$ cat config.mk
export PLATFORM = sky130hd
export DESIGN_NAME = hazard_forward_unit
export DESIGN_NICKNAME = d
export VERILOG_FILES = /design/src/rtl/hazard_forward_unit.sv
export SDC_FILE = /design/constraint.sdc
export NUM_CORES = 1
export LEC_CHECK = 0
export CAP_MARGIN = 5
export CORE_MARGIN = 3
export CORE_UTILIZATION = 57
export DETAILED_ROUTE_END_ITERATION = 8
export DONT_BUFFER_PORTS = 1
export GPL_TIMING_DRIVEN = 1
export PLACE_DENSITY = 0.8
export SETUP_SLACK_MARGIN = 0.5
export SLEW_MARGIN = 0
export SYNTH_ARGS = -nofsm -noshare
export SYNTH_HDL_FRONTEND = slang
export SYNTH_SLANG_ARGS = --single-unit
$ cat constraint.sdc
create_clock -name clk -period 1.9 [get_ports clk]
set_input_delay 0.38 -clock clk [delete_from_list [all_inputs] [get_ports clk]]
set_output_delay 0.38 -clock clk [all_outputs]
set_load 0.01 [all_outputs]
$ cat src/rtl/hazard_forward_unit.sv
// hazard_forward_unit
//   Forwarding and hazard controller for the 5-stage RV32 pipeline.
//   - EX operand forwarding selects (EX/MEM has priority over MEM/WB)
//   - ID write-back bypass selects (only with WB_BYPASS_EN defined,
//     otherwise tied to 0 and the register file must be write-first)
//   - combinational load-use hazard detection (one-cycle stall + EX bubble)
//   - IDLE/MD_BUSY state machine that holds a mul/div in EX for
//     MULDIV_LAT cycles
//   - saturating count of cycles with stall_id=1
//
// Optional feature macro: WB_BYPASS_EN
//
// Ports
//   clk, rst_n                      clock, async active-low reset
//   id_valid, id_rs1, id_rs2        ID stage instruction / sources
//   ex_rs1, ex_rs2, ex_rd           ID/EX sources and destination
//   ex_regwrite, ex_memread         ID/EX control bits
//   ex_muldiv_start                 ID/EX holds a mul/div op
//   mem_rd, mem_regwrite            EX/MEM destination / write enable
//   wb_rd, wb_regwrite              MEM/WB destination / write enable
//   forward_a, forward_b            00 = regfile, 10 = EX/MEM, 01 = MEM/WB
//   id_bypass_a, id_bypass_b        ID read takes the WB write data
//   stall_if, stall_id, stall_ex    hold PC + IF/ID, hold ID/EX
//   flush_ex, flush_mem             bubble into ID/EX, EX/MEM
//   muldiv_busy                     mul/div sequence in progress
//   stall_cycles                    saturating stall_id cycle count
//   dbg_state                       mul/div FSM state (0 = IDLE, 1 = MD_BUSY)
//
// Handshake note: there is no valid/ready pair here; stall_* are
// level-sensitive holds that the pipeline registers obey in the same cycle
// they are asserted, and flush_* replace the next register contents with a
// bubble at the following clock edge.
module hazard_forward_unit #(
  parameter int REG_ADDR_W = 5,
  parameter int MULDIV_LAT = 4,
  parameter int CNT_W      = 32
) (
  input  logic                  clk,
  input  logic                  rst_n,
  input  logic                  id_valid,
  input  logic [REG_ADDR_W-1:0] id_rs1,
  input  logic [REG_ADDR_W-1:0] id_rs2,
  input  logic [REG_ADDR_W-1:0] ex_rs1,
  input  logic [REG_ADDR_W-1:0] ex_rs2,
  input  logic [REG_ADDR_W-1:0] ex_rd,
  input  logic                  ex_regwrite,
  input  logic                  ex_memread,
  input  logic                  ex_muldiv_start,
  input  logic [REG_ADDR_W-1:0] mem_rd,
  input  logic                  mem_regwrite,
  input  logic [REG_ADDR_W-1:0] wb_rd,
  input  logic                  wb_regwrite,
  output logic [1:0]            forward_a,
  output logic [1:0]            forward_b,
  output logic                  id_bypass_a,
  output logic                  id_bypass_b,
  output logic                  stall_if,
  output logic                  stall_id,
  output logic                  stall_ex,
  output logic                  flush_ex,
  output logic                  flush_mem,
  output logic                  muldiv_busy,
  output logic [CNT_W-1:0]      stall_cycles,
  output logic                  dbg_state
);

  localparam int CNT_BITS = (MULDIV_LAT > 2) ? $clog2(MULDIV_LAT) : 1;
  localparam logic [CNT_BITS-1:0] CNT_LOAD = CNT_BITS'(MULDIV_LAT - 2);

  typedef enum logic {
    IDLE    = 1'b0,
    MD_BUSY = 1'b1
  } md_state_e;

  md_state_e           state_q;
  logic [CNT_BITS-1:0] cnt_q;
  logic [CNT_W-1:0]    stall_cycles_q;
  logic [CNT_W-1:0]    stall_cycles_d;

  logic md_start;
  logic md_stall;
  logic md_busy;
  logic load_use;
  logic [1:0] fwd_a_raw;
  logic [1:0] fwd_b_raw;
  logic byp_a_raw;
  logic byp_b_raw;

  // A start together with ex_memread is illegal and must not launch a
  // sequence; the load-use path handles that case instead.
  assign md_start = (state_q == IDLE) && ex_muldiv_start && !ex_memread;
  assign md_stall = md_start || ((state_q == MD_BUSY) && (cnt_q != '0));
  // busy stays high through the release cycle (MD_BUSY with cnt==0)
  assign md_busy  = md_start || (state_q == MD_BUSY);

  assign load_use = ex_memread && ex_regwrite && (ex_rd != '0) && id_valid &&
                    ((ex_rd == id_rs1) || (ex_rd == id_rs2));

  always_comb begin
    fwd_a_raw = 2'b00;
    if (mem_regwrite && (mem_rd != '0) && (mem_rd == ex_rs1)) begin
      fwd_a_raw = 2'b10;
    end else if (wb_regwrite && (wb_rd != '0) && (wb_rd == ex_rs1)) begin
      fwd_a_raw = 2'b01;
    end
  end

  always_comb begin
    fwd_b_raw = 2'b00;
    if (mem_regwrite && (mem_rd != '0) && (mem_rd == ex_rs2)) begin
      fwd_b_raw = 2'b10;
    end else if (wb_regwrite && (wb_rd != '0) && (wb_rd == ex_rs2)) begin
      fwd_b_raw = 2'b01;
    end
  end

`ifdef WB_BYPASS_EN
  assign byp_a_raw = wb_regwrite && (wb_rd != '0) && (wb_rd == id_rs1);
  assign byp_b_raw = wb_regwrite && (wb_rd != '0) && (wb_rd == id_rs2);
`else
  assign byp_a_raw = 1'b0;
  assign byp_b_raw = 1'b0;
`endif

  // Every output is forced low while reset is held, including the purely
  // combinational forwarding paths.
  always_comb begin
    forward_a   = rst_n ? fwd_a_raw : 2'b00;
    forward_b   = rst_n ? fwd_b_raw : 2'b00;
    id_bypass_a = rst_n && byp_a_raw;
    id_bypass_b = rst_n && byp_b_raw;
    stall_if    = rst_n && (load_use || md_stall);
    stall_id    = rst_n && (load_use || md_stall);
    stall_ex    = rst_n && md_stall;
    flush_mem   = rst_n && md_stall;
    // EX holds the mul/div while it stalls, so no bubble may replace it.
    flush_ex    = rst_n && load_use && !md_stall;
    muldiv_busy = rst_n && md_busy;
  end

  always_ff @(posedge clk or negedge rst_n) begin
    if (!rst_n) begin
      state_q <= IDLE;
      cnt_q   <= '0;
    end else begin
      case (state_q)
        IDLE: begin
          if (md_start) begin
            state_q <= MD_BUSY;
            cnt_q   <= CNT_LOAD;
          end
        end
        MD_BUSY: begin
          // ex_muldiv_start is still high from the held op; ignore it here.
          if (cnt_q != '0) begin
            cnt_q <= cnt_q - 1'b1;
          end else begin
            state_q <= IDLE;
          end
        end
        default: begin
          state_q <= IDLE;
          cnt_q   <= '0;
        end
      endcase
    end
  end

  always_comb begin
    stall_cycles_d = stall_cycles_q;
    if (stall_id && (stall_cycles_q != {CNT_W{1'b1}})) begin
      stall_cycles_d = stall_cycles_q + CNT_W'(1);
    end
  end

  always_ff @(posedge clk or negedge rst_n) begin
    if (!rst_n) begin
      stall_cycles_q <= '0;
    end else begin
      stall_cycles_q <= stall_cycles_d;
    end
  end

  assign stall_cycles = stall_cycles_q;
  assign dbg_state    = state_q;

endmodule

# == Yosys cells after proc, flatten, opt, wreduce, memory -nomap -nowiden ==
# Index checks and enable logic that the tools add are counted.
# totals
ff_bits,35
latchBits,0
mem_bits_rw,0
rom_bits,0
inputBits,43
out_inout_bits,45
mem_count,0
# op_classes
add_sub_neg,2
mul,0
n_div,0
magnitude_cmp,0
eq_ne,9
shift,0
n_mux,12
n_bitwise,1
n_reduce_logical,30
# ops
operator,count
"32-bit by 1-bit adder with 32-bit output, second input constant",1
"32-bit inequality test, second input constant",1
5-bit equality test,6
1-bit logical AND,19
5-bit nonzero test,3
2-bit two-way mux,6
1-bit logical OR,4
1-bit two-way mux,4
2-bit case mux with 2 select lines,1
1-bit zero test,2
"2-bit by 1-bit inequality test with 1-bit output, second input constant",1
"2-bit inequality test, second input constant",1
1-bit case mux with 2 select lines,1
2-bit AND reduction,1
2-bit nonzero test,1
"2-bit by 1-bit subtractor with 2-bit output, second input constant",1
1-bit inverter,1

# == Logic depth before layout (Yosys ltp) ==
# Gate-level depths: netlist (run 1).
# depth
word_depth,7
depth_mapped,10
ltp_nobuf,8

# == Worst setup path before layout (run 1) ==
# Ideal clock, no wire load.
# synth_path
kind,flip-flop to flip-flop
start,reg cnt_q[0]
end,"reg stall_cycles_q[1], in the netlist stall_cycles[1]"
setup_time_ns,0.128
arrival_ns,1.907
path_slack_ns,-0.135
path_stages_with_launch,11
path_buffers,2
path_cell_list,dfrtp_1 inv_1 ha_1 nor2b_1 or2_1 buf_2 a21o_2 and2_1 buf_2 nand2_1 mux2_1
# synth_between
elab_chain_len,6
# synth_rtl
item,line,source
from (decl),76,logic [CNT_BITS-1:0] cnt_q;
from (signal assigned),156,cnt_q <= cnt_q - 1'b1;
2-bit nonzero test,92,assign md_stall = md_start || ((state_q == MD_BUSY) && (cnt_q != '0));
1-bit logical AND,92,
1-bit logical OR,92,
1-bit logical OR,133,stall_id = rst_n && (load_use || md_stall);
1-bit logical AND,133,
via stall_id,58,"output logic stall_id,"
1-bit logical AND,171,if (stall_id && (stall_cycles_q != {CNT_W{1'b1}})) begin
to (signal assigned),180,stall_cycles_q <= stall_cycles_d;
to (decl),77,logic [CNT_W-1:0] stall_cycles_q;
# The timed path passes the listed nets, and every way through them passes these cells.
# A chain may end at the register's enable or synchronous reset.

# == Worst setup path after layout (run 1) ==
# layout_path
start,reg cnt_q[0]
end,out stall_id
# layout_between
elab_chain_len,5
# layout_rtl
item,line
2-bit nonzero test,92
1-bit logical AND,92
1-bit logical OR,92
1-bit logical OR,133
1-bit logical AND,133
to (decl),58
# No other way between the ends.

==> flow_summary.yaml, run 1 <==
status:
  outcome: "finished, violations left"
  violations_in_the_final_reports: "negative setup slack"
critical_path:
  worst-path-max-fanout: 7
  crit_buf_inv: 1
  worst-endpoint-required_ns: 1.52
  critical-path-max-stage-delay_ns: 0.38
  crit_path_start_kind: "flip-flop"
  critical_path.endpoint_type: "primary output"
  crit_family: "simple AND/OR/NAND/NOR gates"
  setup.reg_to_reg.worst_slack_ns: -0.03
  critPathArrivalTime_ns: 1.61
  critical_path_class: "reg2out"
  worstPathCellList: "inv_2 > ha_4 > nor2b_4 > or2_4 > a21o_4 > and2_4"
  critical_path_slowest_stage_cell: "dfrtp_1"
pwr:
  static_leakage_power_nw: 1.39
  vdd.ir_drop.worst_mv: 0.569
  powerDensity_nw_per_um2: 804
detailed_routing:
  wire_per_inst_um: 22.0
  drcViolationCount: 0
  pre_antenna_drt_iters: 4
  antenna_violating_nets_post_route: 0
  route.vias.total: 2005
  detail_route.vias_per_cell: 6.11
  finalWirelength_mm: 7.20
  dr.first_iter.drc_count: 104
timing:
  final.min_clock_period_ns: 1.99
  final_critical_path_setup_slack_ns: -0.0903
  grt_setup_unrepaired: "true"
  worst_hold_slack_ns: 0.550
  finalCritPeriodShare: 1.05
  fmax_mhz: 502
  report.final.slew_viol_count: 0
  setup_viol: 6
  final-hold-violation-count: 0
  skew_ns: 0.0117
  setup_total_negative_slack_ns: -0.256
synthesis:
  dominant_cells_by_area_after_synthesis: "dfrtp_1 40%, xnor2_1 17%, xor2_1 6.8%, nand4_1 4.3%, nand3_1 3.6%"
  yosysMostFrequentCell: "xnor2_1"
  synth_top_flop_cell: "dfrtp_1"
  avgSynthCellArea_um2: 9.94
  netlist-cell-type-count: 42
  async_set_reset_flop_share_out_of_synthesis: 1.00
  synth_cells: 221
  netlist.area_leader.share: 0.399
  post-synth-top-area-cell: "dfrtp_1"
  ys_seq_elements: 35
  synth.yosys.seq_area_share: 0.399
  leading_post_synthesis_cells_by_instance_count: "42 x xnor2_1, 35 x dfrtp_1, 19 x nand2_1"
  synth.yosys.warnings: 0
  post_synth_instance_area_um2: 2200
  synth-edff-count: 0
cells_and_area:
  number_of_antenna_repair_diodes: 0
  drive_above_1_share: 0.504
  fillCellCount: 152
  flow.area_growth_from_synthesis_pct: 44.7
  finish.net_count: 326
  postLayoutCellArea_um2: 3180
placement:
  routability_congestion_estimate: 0.788
  post_dp_cell_area_um2: 2640
  port-buffer-count: 0
  dp_hpwl_mm: 4.40
clocking:
  clkTransAtPathRegs_ns: 0.08
  cts_num_sinks: 35
  ctsRootBufferMaster: "clkbuf_8"
  cts.path.max_buffers: 2
  htree_levels: 2
  clk-insertion-delay-late_ns: 0.30
  cts_buffers: 5
  clock_tree_from_tritoncts: "built"
global_routing:
  grt_max_degree: 36
  first_pass_grt_wire_length_mm: 9.93
  antenna_found_initial: 0
  grt_resource_usage_total: 0.295
  gr-total-overflow: 0
  vias_in_the_first_global_route: 2095
floorplanning:
  boundaryPins: 88
  fp.coreArea_um2: 3520
  start_util: 0.624
  number_of_core_rows: 21
  design.die.area_um2: 4630
  die-width_um: 68.1
  dieHeight_um: 68.1
flow_run:
  maxCapViolations: 0
hold_path:
  hold_path.class: "in2async"
## report_power, final
group / total, mW / internal (mW) / switching (mW)
logic: 0.969 / 0.528 / 0.441
clock network: 0.683 / 0.391 / 0.293
registers: 0.901 / 0.814 / 0.0875
total: 2.55 / 1.73 / 0.821
## stage by stage
step / setup WS [ns] / std cells / power, mW / utilization
finish: -0.0903 / 328 / 2.55 / 0.902
global route: -0.158 / 328 / 2.66 / 0.902
CTS: -0.0324 / 317 / 2.32 / 0.844
detailed placement: -0.00741 / 298 / 1.47 / 0.750
global placement: 0.0620 / 298 / 1.43 / 0.750
floorplan: -0.00703 / 222 / 1.31 / -
## layout by cell type (no fill, tap or decap), types with 3 or more instances in the layout
cell,netlist,layout
and2_4,0,3
and3_1,6,6
and4_4,1,3
buf_4,4,50
buf_6,0,7
clkbuf_8,0,5
dfrtp_1,35,27
dfrtp_2,0,8
mux2_4,0,3
nand2_1,19,11
nand2_2,0,8
nand3_1,16,9
nand3_2,0,4
nand3_4,0,3
nand4_1,15,15
nor2_1,8,3
nor2_2,3,4
nor2_4,0,4
nor3_2,1,4
nor4_4,1,4
xnor2_1,42,35
xnor2_2,0,7
xor2_1,17,17
## cell families (layout without fill, tap and decap cells)
kind of cell / count (synthesis) / after routing / share of synthesized area
simple gates: 99 / 100 / 0.270
xor+xnor: 59 / 59 / 0.235
flops: 35 / 35 / 0.399
compound gates: 11 / 11 / 0.0399
buf+inv: 11 / 70 / 0.0273
mux: 3 / 3 / 0.0154
fa+ha+maj: 2 / 2 / 0.0114
other cells: 1 / 2 / 0.00171
## final cells by class
type | instances | area [µm²] | share of cell area
clock buffers | 5 | 68.8 | 0.0217
clock inverters | 3 | 43.8 | 0.0138
inverters | 3 | 15.0 | 0.00473
multi-input cells | 177 | 1620 | 0.510
flip-flops and latches | 35 | 886 | 0.279
well taps | 46 | 57.6 | 0.0181
repair buffers | 59 | 484 | 0.152
## metal layers
layer / track usage / up-vias / wire [µm]
met3: 0.0870 / 26 / 602
met4: 0.112 / 0 / 238
met2: 0.540 / 119 / 3620
li1: - / 899 / -
met1: 0.316 / 961 / 2740
met5: 0 / - / 0
## registers in the layout, indices dropped and copies added, names as in the netlist
register,count
stall_cycles,32
dbg_state,1
cnt_q,2
## path summary, 6_finish.rpt
kind                                  start                to  cells past startpoint
max                                cnt_q[0]          stall_id                      6
min                                   rst_n  stall_cycles[11]                      2
max reg2reg                        cnt_q[1]  stall_cycles[11]                     11
min reg2reg                stall_cycles[20]  stall_cycles[20]                      1
max in group asynchronous             rst_n  stall_cycles[25]                      2
min in group clk           stall_cycles[20]  stall_cycles[20]                      1
## timing repair
| action | CTS | global route |
|---|---|---|
| setup buffers | 8 | 11 |
| hold buffers | 2 | 0 |
| gates cloned | 1 | 0 |
| hold endpoints to repair | 35 | 0 |
| setup endpoints to repair | 42 | 44 |
| pin swaps | 23 | 18 |
| resized for setup | 29 | 25 |
(Power assumes the default switching activity.)
==> run 2, diff against run 1 <==
--- a/config.mk
+++ b/config.mk
@@ -7,11 +7,12 @@
 export LEC_CHECK = 0
 export CAP_MARGIN = 5
 export CORE_MARGIN = 3
-export CORE_UTILIZATION = 57
+export CORE_UTILIZATION = 58
+export CTS_BUF_LIST = sky130_fd_sc_hd__clkbuf_2 sky130_fd_sc_hd__clkbuf_4 sky130_fd_sc_hd__clkbuf_8
 export DETAILED_ROUTE_END_ITERATION = 8
 export DONT_BUFFER_PORTS = 1
 export GPL_TIMING_DRIVEN = 1
-export PLACE_DENSITY = 0.8
+export PLACE_DENSITY = 0.81
 export SETUP_SLACK_MARGIN = 0.5
 export SLEW_MARGIN = 0
 export SYNTH_ARGS = -nofsm -noshare
==> run 2 against run 1 <==
The flow still finishes with violations (negative setup slack); utilization increased by 1.9 points; worst hold slack got worse by 0.0050 ns; sequential share of layout area decreased by 0.50 points; register-to-register slack got worse by 0.14 ns; sequential power decreased by 1%; combinational power increased by 3.0%; clock skew decreased by 0.00065 ns; clock power increased by 2%.
==> flow_summary.yaml, run 2 (same netlist as run 1, synthesis figures left out) <==
timing:
  final.min_clock_period_ns: 2.07
  worst_hold_slack_ns: 0.545
  fmax_mhz: 484
  finalCritPeriodShare: 1.09
  setup_viol: 32
  report.final.slew_viol_count: 0
  grt_setup_unrepaired: "true"
  final-hold-violation-count: 0
  skew_ns: 0.0111
  final_critical_path_setup_slack_ns: -0.165
critical_path:
  r2r_end: "stall_cycles[5]"
  setup.reg_to_reg.worst_slack_ns: -0.17
  worst_setup_path_endpoint: "stall_cycles[5]"
  critical-path-max-stage-delay_ns: 0.39
  rr_worst_depth: 12
  critical_path.endpoint_type: "flip-flop"
  crit_path_start_kind: "flip-flop"
  worst_setup_path_startpoint: "cnt_q[0]"
  critical_path_class: "reg2reg"
  worst-endpoint-required_ns: 2.11
  worst-path-max-fanout: 7
  critical_path.most_common_cell: "buf_6"
  r2r-start: "cnt_q[0]"
  critPathArrivalTime_ns: 2.27
  critical_path_slowest_stage_cell: "dfrtp_1"
  worstPathCellList: "inv_2 > ha_4 > nor2b_4 > or2_4 > a21o_4 > buf_4 > buf_6 > and4_4 > buf_8 > buf_6 > nand2_4 > xnor2_2"
detailed_routing:
  detailed_routed_wire_length_on_met3_um: 658
  met2WireLength_mm: 4.38
  finalWirelength_mm: 8.25
  dr.first_iter.drc_count: 205
  top_layer: "met4"
  route.vias.total: 2173
  antenna_violating_nets_post_route: 0
  wire_per_inst_um: 25.2
  detail_route.vias_per_cell: 6.63
  drcViolationCount: 0
  pre_antenna_drt_iters: 4
  met1_length_mm: 2.66
hold_path:
  hold_path.class: "in2async"
cells_and_area:
  finish.net_count: 326
  most_common_cell_after_layout_fill_and_taps_aside: "buf_4"
  layout.cells.most_common_list: "47 x buf_4, 33 x xnor2_1, 30 x dfrtp_1"
  layout.cells.non_filler: 328
  flow.area_growth_from_synthesis_pct: 46.7
  largest_reg_flops: 32
  number_of_antenna_repair_diodes: 0
  drive_above_1_share: 0.479
  finish.utilization: 0.922
  fillCellCount: 128
floorplanning:
  number_of_core_rows: 21
  boundaryPins: 88
  dieHeight_um: 67.5
  die-width_um: 67.5
  start_util: 0.628
  design.die.area_um2: 4560
  fp.coreArea_um2: 3490
placement:
  dpl_worst_slack_ns: -0.0790
  post-place-cells: 295
  routability_congestion_estimate: 0.841
  dp_hpwl_mm: 4.35
  port-buffer-count: 0
pwr:
  powerDensity_nw_per_um2: 802
  static_leakage_power_nw: 1.49
  vdd.ir_drop.worst_mv: 0.598
global_routing:
  vias_in_the_first_global_route: 2019
  first_pass_grt_wire_length_mm: 9.22
  antenna_found_initial: 0
  grt_max_degree: 36
  gr-total-overflow: 0
  grt_resource_usage_total: 0.272
flow_run:
  maxCapViolations: 0
clocking:
  clock_tree_from_tritoncts: "built"
  cts_num_sinks: 35
  clkTransAtPathRegs_ns: 0.08
  cts_buffers: 5
  htree_levels: 2
  cts.path.max_buffers: 2
  clk-insertion-delay-late_ns: 0.30
  ctsRootBufferMaster: "clkbuf_8"
status:
  violations_in_the_final_reports: "negative setup slack"
  outcome: "finished, violations left"
[run 2: cell count changes in the layout (fill, tap and decap cells not counted), sizes merged]
cell	change
clkbuf	+2
clkinv	-2
and4	-1
buf	+1
clkinvlp	-1
inv	+1
[run 2: metrics by stage]
stage / TNS, ns / area (µm²) / power (mW)
after floorplan: -0.0189 / 2370 / 1.31
after global placement: 0 / 2630 / 1.39
after detailed placement: -0.437 / 2630 / 1.42
after CTS: -0.359 / 2900 / 2.27
after global routing: -3.93 / 3220 / 2.67
final: -2.11 / 3220 / 2.58
[run 2: timing repair]
item / 4_1_cts / 5_1_grt
endpoints found under the setup margin: 42 / 42
pin swaps: 13 / 36
hold endpoints to repair: 35 / 0
setup buffers: 8 / 15
resized for setup: 15 / 42
hold buffers: 2 / 0
[run 2: cell type report]
| cell class | instances | area, µm² | share of cell area |
|---|---|---|---|
| clock buffer | 7 | 83.8 | 0.0260 |
| sequential | 35 | 882 | 0.274 |
| multi-input combinational | 176 | 1630 | 0.507 |
| clock inverter | 1 | 30.0 | 0.00932 |
| timing repair buffer | 60 | 523 | 0.162 |
| inverter | 3 | 11.3 | 0.00350 |
| tap | 46 | 57.6 | 0.0179 |
[run 2: per-layer routing]
metal  GRT usage  up-vias
met5           0        -
met4      0.0886        0
li1            -      897
met1       0.299     1087
met2       0.502      140
met3      0.0732       49
[run 2: worst min path at each step]
stage	endpoint	cells after the start
final	stall_cycles[12]	2
after global routing	stall_cycles[12]	2
after CTS	stall_cycles[7]	2
after detailed placement	stall_cycles[7]	0
after global placement	stall_cycles[9]	0
after floorplan	cnt_q[0]	0
[run 2: worst max-delay path, delay by kind of cell (launching register included)]
kind | cells | cell delay (ns)
AO/OA/AOI/OAI | 1 | 0.21
AND/OR/NAND/NOR | 4 | 0.52
XOR/XNOR | 1 | 0.12
adder cells (fa/ha/maj) | 1 | 0.14
flip-flops | 1 | 0.39
buffers and inverters | 5 | 0.59
[run 2: report_power, final]
group | total (mW) | switching, mW | internal (mW)
sequential | 0.888 | 0.0740 | 0.814
clock | 0.697 | 0.276 | 0.421
combinational | 0.998 | 0.463 | 0.534
